===== config.mk =====
export PLATFORM = sky130hd
export DESIGN_NAME = elevador_fila_param
export DESIGN_NICKNAME = d
export VERILOG_FILES = /design/src/rtl/elevador_fila_param.sv
export SDC_FILE = /design/constraint.sdc
export NUM_CORES = 1
export LEC_CHECK = 0
export CAP_MARGIN = 5
export CORE_MARGIN = 1.5
export CORE_UTILIZATION = 37
export CTS_CLUSTER_SIZE = 28
export DETAILED_ROUTE_END_ITERATION = 8
export HOLD_SLACK_MARGIN = 0.1
export PLACE_DENSITY = 0.57
export SYNTH_ARGS = -nofsm -noshare
export SYNTH_HDL_FRONTEND = slang
export SYNTH_SLANG_ARGS = --single-unit

===== constraint.sdc =====
create_clock -name clock -period 3.81 [get_ports clock]
set_input_delay 0.762 -clock clock [delete_from_list [all_inputs] [get_ports clock]]
set_output_delay 0.762 -clock clock [all_outputs]
set_load 0.05 [all_outputs]

===== src/rtl/elevador_fila_param.sv =====
`default_nettype none
// ============================================================================
// Module      : elevador_fila_param
// Description : Parametrised cargo-lift core. Operator requests
//               {origem, destino} are edge-detected, validated and queued in a
//               circular FIFO. They are then served in arrival order:
//               drive to origin, open door, drive to destination, open door.
// Revision    : 1.0 - initial release
// ============================================================================
module elevador_fila_param #(
    parameter int N_ANDARES   = 16,
    parameter int DEPTH       = 4,
    parameter int MOVE_CYCLES = 4,
    parameter int DOOR_CYCLES = 8
) (
    input  logic                           clock,
    input  logic                           reset,
    input  logic                           iniciar,
    input  logic [$clog2(N_ANDARES)-1:0]   origem,
    input  logic [$clog2(N_ANDARES)-1:0]   destino,
    input  logic                           novaEntrada,
    output logic [$clog2(N_ANDARES)-1:0]   andarAtual,
    output logic                           portaAberta,
    output logic                           subindo,
    output logic                           descendo,
    output logic                           ocupado,
    output logic                           vazio,
    output logic                           cheio,
    output logic [$clog2(DEPTH+1)-1:0]     contagem,
    output logic                           erro,
    output logic [2:0]                     dbEstado
);

    localparam int FW   = $clog2(N_ANDARES);
    localparam int CW   = $clog2(DEPTH + 1);
    localparam int PW   = $clog2(DEPTH);
    localparam int MAXC = (MOVE_CYCLES > DOOR_CYCLES) ? MOVE_CYCLES : DOOR_CYCLES;
    // One shared timer serves both the per-floor step and the door hold.
    localparam int TW   = (MAXC > 1) ? $clog2(MAXC) : 1;

    localparam logic [TW-1:0] C_MOVE_LAST = TW'(MOVE_CYCLES - 1);
    localparam logic [TW-1:0] C_DOOR_LAST = TW'(DOOR_CYCLES - 1);
    localparam logic [FW:0]   C_NFLOORS   = (FW + 1)'(N_ANDARES);
    localparam logic [CW-1:0] C_DEPTH     = CW'(DEPTH);

    typedef enum logic [2:0] {
        S_IDLE          = 3'd0,
        S_MOVE_ORIGEM   = 3'd1,
        S_PORTA_ORIGEM  = 3'd2,
        S_MOVE_DESTINO  = 3'd3,
        S_PORTA_DESTINO = 3'd4
    } estado_t;

    // ------------------------------------------------------------------
    // State
    // ------------------------------------------------------------------
    logic                novaEntrada_q;
    logic [2*FW-1:0]     mem_q [DEPTH];
    logic [PW-1:0]       wr_ptr_q;
    logic [PW-1:0]       rd_ptr_q;
    logic [CW-1:0]       count_q;
    logic                erro_q;

    estado_t             state_q;
    logic [FW-1:0]       andar_q;
    logic [FW-1:0]       alvoO_q;
    logic [FW-1:0]       alvoD_q;
    logic [TW-1:0]       cnt_q;

    // ------------------------------------------------------------------
    // Combinational decode
    // ------------------------------------------------------------------
    logic                borda;
    logic                fila_vazia;
    logic                fila_cheia;
    logic                pop;
    logic                fora_faixa;
    logic                invalida;
    logic                push;
    logic                rejeita;
    logic                em_move;
    logic [FW-1:0]       alvo;

    assign borda      = novaEntrada && !novaEntrada_q;
    assign fila_vazia = (count_q == '0);
    assign fila_cheia = (count_q == C_DEPTH);
    // Dequeue only happens from IDLE; it frees a slot on the same edge,
    // so a push into a full queue is still accepted when it coincides.
    assign pop        = (state_q == S_IDLE) && iniciar && !fila_vazia;
    // Widened compare so floors beyond N_ANDARES are caught even when the
    // floor count is not a power of two.
    assign fora_faixa = ({1'b0, origem}  >= C_NFLOORS) ||
                        ({1'b0, destino} >= C_NFLOORS);
    assign invalida   = fora_faixa || (origem == destino) || (fila_cheia && !pop);
    assign push       = borda && !invalida;
    assign rejeita    = borda && invalida;

    assign alvo       = (state_q == S_MOVE_ORIGEM) ? alvoO_q : alvoD_q;
    assign em_move    = ((state_q == S_MOVE_ORIGEM) || (state_q == S_MOVE_DESTINO)) &&
                        (andar_q != alvo);

    // Status outputs decoded purely from registers
    assign andarAtual  = andar_q;
    assign portaAberta = (state_q == S_PORTA_ORIGEM) || (state_q == S_PORTA_DESTINO);
    assign subindo     = em_move && (alvo > andar_q);
    assign descendo    = em_move && (alvo < andar_q);
    assign ocupado     = (state_q != S_IDLE);
    assign vazio       = fila_vazia;
    assign cheio       = fila_cheia;
    assign contagem    = count_q;
    assign erro        = erro_q;
    assign dbEstado    = state_q;

    // Entry edge detection, request FIFO and rejection pulse
    always_ff @(posedge clock or posedge reset) begin
        if (reset) begin
            novaEntrada_q <= 1'b0;
            wr_ptr_q      <= '0;
            rd_ptr_q      <= '0;
            count_q       <= '0;
            erro_q        <= 1'b0;
            for (int i = 0; i < DEPTH; i++) begin
                mem_q[i] <= '0;
            end
        end else begin
            novaEntrada_q <= novaEntrada;
            erro_q        <= rejeita;
            if (push) begin
                mem_q[wr_ptr_q] <= {origem, destino};
                wr_ptr_q        <= wr_ptr_q + PW'(1);
            end
            if (pop) begin
                rd_ptr_q <= rd_ptr_q + PW'(1);
            end
            if (push && !pop) begin
                count_q <= count_q + CW'(1);
            end else if (!push && pop) begin
                count_q <= count_q - CW'(1);
            end
        end
    end

    // Service FSM: travel to origin, door, travel to destination, door
    always_ff @(posedge clock or posedge reset) begin
        if (reset) begin
            state_q <= S_IDLE;
            andar_q <= '0;
            alvoO_q <= '0;
            alvoD_q <= '0;
            cnt_q   <= '0;
        end else begin
            case (state_q)
                S_IDLE: begin
                    if (pop) begin
                        {alvoO_q, alvoD_q} <= mem_q[rd_ptr_q];
                        cnt_q              <= '0;
                        state_q            <= S_MOVE_ORIGEM;
                    end
                end
                S_MOVE_ORIGEM, S_MOVE_DESTINO: begin
                    if (andar_q == alvo) begin
                        // Arrival is recognised one cycle after the last step
                        cnt_q   <= '0;
                        state_q <= (state_q == S_MOVE_ORIGEM) ? S_PORTA_ORIGEM
                                                              : S_PORTA_DESTINO;
                    end else if (cnt_q == C_MOVE_LAST) begin
                        cnt_q   <= '0;
                        andar_q <= (alvo > andar_q) ? andar_q + FW'(1)
                                                    : andar_q - FW'(1);
                    end else begin
                        cnt_q <= cnt_q + TW'(1);
                    end
                end
                S_PORTA_ORIGEM, S_PORTA_DESTINO: begin
                    if (cnt_q == C_DOOR_LAST) begin
                        cnt_q   <= '0;
                        state_q <= (state_q == S_PORTA_ORIGEM) ? S_MOVE_DESTINO
                                                               : S_IDLE;
                    end else begin
                        cnt_q <= cnt_q + TW'(1);
                    end
                end
                default: begin
                    state_q <= S_IDLE;
                    cnt_q   <= '0;
                end
            endcase
        end
    end

endmodule
`default_nettype wire

; ---- Yosys cells after proc, flatten, opt, wreduce, memory -nomap -nowiden
; Cells that the tools add are included.
[word_totals]
register_bits = 59
input_bits = 12
word_cells = 92
output_inout_bits = 17
[op_classes]
reduce_logical = 29
order_cmp = 5
n_mux = 21
add_sub_neg = 7
n_bitwise = 3
eq_ne = 13
[op_table]
columns = op, n
row1 = $bwmux 32, 1
row2 = $mux 3, 10
row3 = $mux 8, 3
row4 = $pmux 3 s3, 2
row5 = $bmux 8 s2, 1
row6 = $demux 8 s2, 1
row7 = $logic_and 1x1->1, 12
row8 = $eq 3x2->1 const B, 3
row9 = $eq 3x3->1 const B, 3
row10 = $eq 4x4->1, 2
row11 = $mux 4, 2
row12 = $add 3x1->3 const B, 2
row13 = $ge 3x3->1 const B, 2
row14 = $logic_not 3->1, 2
row15 = $ne 2x2->1 const B, 3
row16 = $not 2->3, 2
row17 = $reduce_and 3->1, 2
row18 = $logic_not 1->1, 5
row19 = $add 2x1->2 const B, 2
row20 = $add 4x1->4 const B, 1
row21 = $gt 4x4->1, 1
row22 = $lt 4x4->1, 1
row23 = $ne 4x4->1, 1
row24 = $reduce_or 2->1, 2
row25 = other kinds (10), 12

; ---- Depth between registers and ports, before layout
; Gate-level depths: netlist of the first run.
[depth]
ltp_word = 12
ltp_mapped = 16

; ---- Worst setup path after synthesis of the first run
; OpenSTA, ideal clock, no wires.
[synth_timing]
path_type = register to output
start = register state_q[0], in the netlist dbEstado[0]
end = output port descendo
arrival_time_ps = 3212
setup_slack_ps = -164
path_stages_with_launch = 11
required_time_ps = 3048
path_buffers = 2
path_cell_list = dfrtp_1 -> buf_4 -> nor2b_1 -> and2_1 -> clkbuf_1 -> mux2_2 -> ha_1 -> nor2b_1 -> o211ai_1 -> nand2_1 -> nor2_1
[synth_between]
elab_chain_cells = 5
word_cells_on_any_way = 8
[synth_rtl]
columns = item, line
row1 = start: declaration, 64  ; estado_t state_q;
row2 = start signal: assignment, 164  ; state_q <= (state_q == S_MOVE_ORIGEM) ? S_PORTA_ORIGEM
row3 = start signal: assignment, 177  ; state_q <= (state_q == S_PORTA_ORIGEM) ? S_MOVE_DESTINO
row4 = branches (longest 4 deep; another with $lt 4x4->1), -
row5 = $logic_and 1x1->1 (*), 106  ; assign descendo = em_move && (alvo < andar_q);
row6 = end: declaration, 25  ; output logic descendo,
; Mark *: on every way between the ends.

; ---- Worst setup path after layout of the first run
; Same ends and word-level chain as after synthesis.

==> implementation parameters, run 1 <==
Parameter                              Value

Synth
  FFs w/ async S/R, synth ... 100%
  Post-Synthesis Cells ... 223
  Leading post-synthesis cells by cell area ... sky130_fd_sc_hd__dfrtp_1 46%, sky130_fd_sc_hd__mux2_4 15%, sky130_fd_sc_hd__ha_1 5.9%
  Share of the yosys chip area belonging to registers ... 46.5%
  Most common cell in the synthesized netlist ... sky130_fd_sc_hd__dfrtp_1
  Combined area of all synthesized cells ... 3180 µm²
  Number of distinct library cells after synthesis ... 43
  Number of flops mapped to enable cells by yosys ... 0
  Area leader, netlist ... sky130_fd_sc_hd__dfrtp_1
  Area share of the leading cell type in the synthesized netlist ... 46.5%
  Yosys Warn Count ... 0
  Commonest cells post-synth ... 59 x sky130_fd_sc_hd__dfrtp_1, 32 x sky130_fd_sc_hd__mux2_4, 15 x sky130_fd_sc_hd__ha_1
  Flops & latches, synth ... 59
  Nets in the synthesized netlist ... 252
  Dominant register cell in the synthesized netlist ... sky130_fd_sc_hd__dfrtp_1
  Average cell area after synthesis ... 14.3 µm²

Routing
  Total detailed-routing wirelength ... 5710 µm
  Vias after detailed routing ... 1785
  Initial DRC Count ... 76
  Number of vias per cell after detailed routing ... 4.88
  Antenna-violating nets left ... 0
  DRC violation count after routing ... 0
  Wire length per cell after detailed routing ... 15.6 µm
  TritonRoute pass-1 iters ... 4

Global routing
  Pin count of the biggest net entering global routing ... 60
  Global Route Usage Sum ... 14.6%
  Total grt overflow ... 0
  Number of global-route vias before repair ... 1810
  Global-route wire length before repair ... 9740 µm
  Antenna violations before repair ... 0

Power
  Leakage power of the design ... 1.64 nW
  Pwr per Cell Area ... 1040 nW/µm²
  Worst IR Drop VDD ... 0.000572 V

Worst setup path
  Arrival @ worst endpoint ... 2.80 ns
  Kind of critical path ... reg2out
  Critical register-to-register path startpoint ... dbEstado[0]$_DFFE_PP0P_
  Crit. Startpoint ... dbEstado[0]$_DFFE_PP0P_
  Stage delay of the slowest cell on the critical path ... 0.48 ns
  Endpoint kind of the worst setup timing path ... output port
  Last element of the critical path ... descendo
  CP max-delay cell ... sky130_fd_sc_hd__dfrtp_2
  Critical-path cell list ... nor2b_1, and2_1, mux2_2, ha_1, nor2b_1, o211ai_1, nand2_1, nor2_2, buf_12
  Combined buffer and inverter count along the critical path ... 1
  Type of element launching the critical path ... flop
  Minimum setup slack among reg-to-reg paths ... 0.38 ns
  Cell repeated most along the worst path ... sky130_fd_sc_hd__nor2b_1
  R2R cell count ... 14
  Data required time at the worst endpoint ... 3.05 ns
  FF-to-FF End ... andarAtual[3]$_DFFE_PP0P_
  Depth of the critical timing path with buffers and inverters included ... 9
  Critical path fanouts, max ... 10
  Cell type group with the largest total delay on the critical path ... simple AND/OR/NAND/NOR gates

Placement
  Post-Place Cells ... 350
  Worst slack at placement ... 0.293 ns
  Buffers added on ports ... 28
  Placed wire-length estimate ... 3860 µm
  Weighted congestion reported at the end of routability-driven placement ... 0.730

STA
  Period Utilization, post-route ... 93.5%
  PnR worst setup slack ... 0.249 ns
  Shortest clock period the worst path allows after layout ... 3.56 ns
  Count of final max-slew check failures ... 0
  Hold violation total from the final report ... 0
  Highest achievable clock rate ... 281 MHz
  Setup Skew ... 0.00985 ns
  Total Negative Setup Slacks ... 0 ns
  Setup-violating endpoint count in the final report ... 0
  Unrepaired setup endpoints after global routing ... no
  Transition time at the pin with the least slew margin ... 0.763 ns
  Worst rel slew slack ... 49.1%

Clock tree
  Buffer depth of the longest clock path ... 2
  Count of cells resized by post-cts repair ... 0
  Sink count of the clock tree ... 59
  CTS clk-pin slew, worst paths ... 0.06 ns
  Count of hold buffers inserted by post-cts repair ... 0
  Clock latency on the worst-skew pair ... 0.34 ns
  Setup fix buffers added after clock tree synthesis ... 0
  Cts bufs inserted ... 9
  TritonCTS clock tree ... done
  H-Tree Depth ... 3
  Root buffer cell ... sky130_fd_sc_hd__clkbuf_8

Die
  Core box area ... 8260 µm²
  Chip height ... 95.7 µm
  Floorplan die width ... 95.7 µm
  Num rows ... 33
  Number of placed I/O pins ... 29
  Effective utilization at floorplan ... 38.5%
  Total Die Area ... 9150 µm²

Final layout
  Filler cell count in the final layout ... 773
  Number of diodes added for antenna fixing ... 0
  Area growth from synthesis to layout ... 18.5%
  Number of nets in the layout ... 285
  Filler-free cell count of the finished design ... 366
  Share of layout cells above drive strength 1 ... 33.0%

Flow run
  Max_cap viols ... 0

Worst hold path
  Min-Delay Path Class ... reg2reg

Run status
  Status ... finished, final reports clean
==> cell usage in the layout, fill, tap and decap left out, types with 6 or more instances in the layout <==
cell type / Yosys / layout
sky130_fd_sc_hd__mux2_4: 32 / 32
sky130_fd_sc_hd__mux2_2: 13 / 13
sky130_fd_sc_hd__ha_1: 15 / 15
sky130_fd_sc_hd__clkbuf_8: 0 / 11
sky130_fd_sc_hd__xor2_1: 7 / 7
sky130_fd_sc_hd__clkdlybuf4s50_1: 0 / 26
sky130_fd_sc_hd__nor2_1: 7 / 6
sky130_fd_sc_hd__mux4_2: 8 / 8
sky130_fd_sc_hd__nand2_1: 10 / 10
sky130_fd_sc_hd__dfrtp_1: 59 / 58
sky130_fd_sc_hd__xnor2_1: 8 / 8
sky130_fd_sc_hd__inv_1: 11 / 10
==> power breakdown <==
part	internal, mW	total (mW)	switching [mW]	leakage, nW
clock network	0.403	0.652	0.249	0.113
registers	0.932	1.21	0.280	0.717
logic	1.06	2.07	1.01	0.806
total	2.40	3.93	1.54	1.64
==> layer usage <==
metal | vias up | wire length (µm) | GRT usage, %
met3 | 12 | 216 | 4.07
met2 | 30 | 2590 | 21.9
met1 | 890 | 2810 | 19.9
met5 | - | 0 | 0
met4 | 0 | 92 | 5.88
li1 | 853 | - | -
==> flip-flops by register name (all words and copies together), names as in the netlist <==
signal,count
mem_q,32
alvoD_q,4
alvoO_q,4
andarAtual,4
cnt_q,3
contagem,3
dbEstado,3
rd_ptr_q,2
wr_ptr_q,2
erro,1
novaEntrada_q,1
==> how the worst min path moves through the flow <==
stage / startpoint / end / slack (ns) / cells after the start
after floorplan: alvoO_q[1]$_DFFE_PP0P_ / alvoO_q[1]$_DFFE_PP0P_ / 0.47 / 1
after global placement: mem_q[21]$_DFFE_PP0P_ / mem_q[21]$_DFFE_PP0P_ / 0.49 / 1
after detailed placement: mem_q[9]$_DFFE_PP0P_ / mem_q[9]$_DFFE_PP0P_ / 0.49 / 1
after CTS: alvoO_q[3]$_DFFE_PP0P_ / alvoO_q[3]$_DFFE_PP0P_ / 0.51 / 1
after global routing: mem_q[16]$_DFFE_PP0P_ / mem_q[16]$_DFFE_PP0P_ / 0.53 / 1
final: alvoO_q[3]$_DFFE_PP0P_ / alvoO_q[3]$_DFFE_PP0P_ / 0.50 / 1
==> cell families after synthesis <==
group	Yosys count	share of synthesized area (%)
flops	59	46.5
mux	54	25.7
simple gates	39	7.64
buf+inv	20	4.53
compound gates	19	4.37
fa+ha+maj	17	7.17
xor+xnor	15	4.13
==> layout make-up <==
class | count | area (µm²) | share of cell area [%]
multi-input combinational | 144 | 1560 | 41.5
clock buffer | 12 | 155 | 4.12
timing repair buffer | 31 | 323 | 8.57
clock inverter | 4 | 72.6 | 1.93
inverter | 11 | 41.3 | 1.10
tap | 105 | 131 | 3.49
sequential | 59 | 1480 | 39.2
==> per-stage QoR <==
stage | power [mW] | cell area (µm²) | hold WS (ns) | util [%]
floorplan | 2.74 | 3180 | 0.474 | -
global placement | 3.28 | 3540 | 0.486 | 42.8
detailed placement | 3.31 | 3540 | 0.487 | 42.8
CTS | 3.98 | 3760 | 0.507 | 45.6
global route | 4.23 | 3760 | 0.527 | 45.6
finish | 3.93 | 3760 | 0.505 | 45.6
Power figures use the tool's default switching activity.
==> run 2: changes to the inputs <==
--- a/config.mk
+++ b/config.mk
@@ -6,12 +6,13 @@
 export NUM_CORES = 1
 export LEC_CHECK = 0
 export CAP_MARGIN = 5
-export CORE_MARGIN = 1.5
 export CORE_UTILIZATION = 37
 export CTS_CLUSTER_SIZE = 28
 export DETAILED_ROUTE_END_ITERATION = 8
 export HOLD_SLACK_MARGIN = 0.1
+export MAX_ROUTING_LAYER = met4
 export PLACE_DENSITY = 0.57
+export SETUP_SLACK_MARGIN = 0.3
 export SYNTH_ARGS = -nofsm -noshare
 export SYNTH_HDL_FRONTEND = slang
 export SYNTH_SLANG_ARGS = --single-unit
==> run 2 against run 1 <==
Net effect:
- combinational power is essentially flat
- die area shrank 2.1%
- global-route usage grew 0.68 points
- sequential share of layout area shrank 0.26 points
- routed wire length shrank 0.54%
- critical endpoint is now subindo
- highest routed layer unchanged
==> implementation parameters, run 2 (same netlist as run 1, synthesis figures left out) <==
Parameter                              Value

Run status
  Status ... finished, final reports clean

Global routing
  Antenna violations before repair ... 0
  Global-route wire length before repair ... 9940 µm
  Total grt overflow ... 0
  Number of global-route vias before repair ... 1883
  Global Route Usage Sum ... 15.3%
  Pin count of the biggest net entering global routing ... 38

STA
  Setup Skew ... 0.0115 ns
  Unrepaired setup endpoints after global routing ... no
  Total Negative Setup Slacks ... 0 ns
  Count of final max-slew check failures ... 0
  Shortest clock period the worst path allows after layout ... 3.34 ns
  Hold violation total from the final report ... 0
  Transition time at the pin with the least slew margin ... 0.780 ns
  Setup-violating endpoint count in the final report ... 0
  Worst rel slew slack ... 47.9%
  Highest achievable clock rate ... 299 MHz
  Period Utilization, post-route ... 87.6%

Worst setup path
  R2R cell count ... 14
  Data required time at the worst endpoint ... 3.05 ns
  Kind of critical path ... reg2out
  FF-to-FF End ... andarAtual[3]$_DFFE_PP0P_
  Type of element launching the critical path ... flop
  Arrival @ worst endpoint ... 2.58 ns
  Critical path fanouts, max ... 7
  Depth of the critical timing path with buffers and inverters included ... 9
  Critical register-to-register path startpoint ... dbEstado[1]$_DFFE_PP0P_
  CP max-delay cell ... sky130_fd_sc_hd__dfrtp_2
  Cell type group with the largest total delay on the critical path ... buffers and inverters
  Stage delay of the slowest cell on the critical path ... 0.47 ns
  Cell repeated most along the worst path ... sky130_fd_sc_hd__buf_4
  Critical-path cell list ... inv_1, and2_2, mux2_2, ha_1, nor2b_1, o211ai_1, buf_4, a21oi_2, buf_4
  Minimum setup slack among reg-to-reg paths ... 0.66 ns
  Endpoint kind of the worst setup timing path ... output port
  Combined buffer and inverter count along the critical path ... 3

Final layout
  Most common cell after layout, fill and taps aside ... sky130_fd_sc_hd__dfrtp_1
  Filler cell count in the final layout ... 771
  Share of layout cells above drive strength 1 ... 35.4%
  Area of the multi-input gates ... 1580 µm²
  Largest register FFs ... 32
  Number of diodes added for antenna fixing ... 0
  Number of nets in the layout ... 288
  Area growth from synthesis to layout ... 19.4%
  Register cell area after layout ... 1480 µm²
  Register ranked first by flip-flop count ... mem_q
  Highest-count cells in the layout ignoring fill and taps ... 56 x sky130_fd_sc_hd__dfrtp_1, 32 x sky130_fd_sc_hd__mux2_4, 26 x sky130_fd_sc_hd__clkdlybuf4s50_1
  Fraction of the core area covered by cells at the end of the flow ... 46.0%

Worst hold path
  Start point of the worst hold path ... alvoD_q[2]$_DFFE_PP0P_
  Hold Path Depth ... 1
  Hold EP ... alvoD_q[2]$_DFFE_PP0P_
  Min-Delay Path Class ... reg2reg

Die
  Floorplan die width ... 94.7 µm
  Number of placed I/O pins ... 29
  Core box area ... 8260 µm²
  Total Die Area ... 8960 µm²
  Num rows ... 33
  Effective utilization at floorplan ... 38.5%
  Chip height ... 94.7 µm

Routing
  Total detailed-routing wirelength ... 5680 µm
  Number of vias per cell after detailed routing ... 4.85
  Antenna-violating nets left ... 0
  Wire length per cell after detailed routing ... 15.4 µm
  Vias after detailed routing ... 1783
  TritonRoute pass-1 iters ... 4
  Initial DRC Count ... 40
  DRC violation count after routing ... 0

Power
  Pwr per Cell Area ... 1040 nW/µm²
  Worst IR Drop VDD ... 0.000512 V
  Final total power ... 3.96 mW
  Leakage power of the design ... 1.65 nW

Clock tree
  TritonCTS clock tree ... done
  Cts bufs inserted ... 9
  Buffer depth of the longest clock path ... 2
  H-Tree Depth ... 3
  Root buffer cell ... sky130_fd_sc_hd__clkbuf_8
  Count of hold buffers inserted by post-cts repair ... 0
  Clock latency on the worst-skew pair ... 0.34 ns
  Sink count of the clock tree ... 59
  CTS clk-pin slew, worst paths ... 0.06 ns

Flow run
  Max_cap viols ... 0

Placement
  Placed wire-length estimate ... 3960 µm
  Weighted congestion reported at the end of routability-driven placement ... 0.752
  Buffers added on ports ... 28
[run 2: worst max-delay path by stage]
stage / slack [ns] / from / end
final: 0.47 / dbEstado[1]$_DFFE_PP0P_ / subindo
after global routing: 0.32 / dbEstado[1]$_DFFE_PP0P_ / subindo
after CTS: 0.39 / dbEstado[2]$_DFFE_PP0P_ / descendo
after detailed placement: 0.35 / dbEstado[0]$_DFFE_PP0P_ / andarAtual[3]$_DFFE_PP0P_
after global placement: 0.45 / dbEstado[0]$_DFFE_PP0P_ / andarAtual[3]$_DFFE_PP0P_
after floorplan: 0.31 / dbEstado[0]$_DFFE_PP0P_ / andarAtual[3]$_DFFE_PP0P_
[run 2: area by class of cell]
| cell class | instances | area share [%] |
|---|---|---|
| multi-input cells | 144 | 41.6 |
| flip-flops and latches | 59 | 39.0 |
| repair buffers | 34 | 8.77 |
| well taps | 105 | 3.46 |
| clock buffers | 10 | 3.36 |
| clock inverters | 5 | 2.70 |
| inverters | 11 | 1.09 |
[run 2: timing repair]
action | in CTS | in global routing
endpoints found under the setup margin | 2 | 2
gates resized for setup | 2 | 2
setup buffers | 2 | 1
pin swaps | 1 | 0
[run 2: per-stage QoR]
step / std cells / instance area [µm²] / hold WS, ns / worst slack, ns
after global placement: 350 / 3530 / 0.490 / 0.446
after detailed placement: 350 / 3530 / 0.491 / 0.346
final: 368 / 3800 / 0.500 / 0.471
after global routing: 368 / 3800 / 0.518 / 0.317
after CTS: 367 / 3780 / 0.507 / 0.392
after floorplan: 223 / 3200 / 0.474 / 0.305
[run 2: report_power, final]
| group | switching (mW) | internal [mW] | total [mW] | leakage, nW |
|---|---|---|---|---|
| Clock | 0.243 | 0.430 | 0.673 | 0.112 |
| Combinational | 1.03 | 1.05 | 2.09 | 0.826 |
| Sequential | 0.263 | 0.935 | 1.20 | 0.715 |
[run 2: metal layers]
metal,GRT usage [%],wire length [µm]
met1,20.1,2810
met2,22.7,2610
met3,4.99,213
met4,4.17,51
met5,-,0
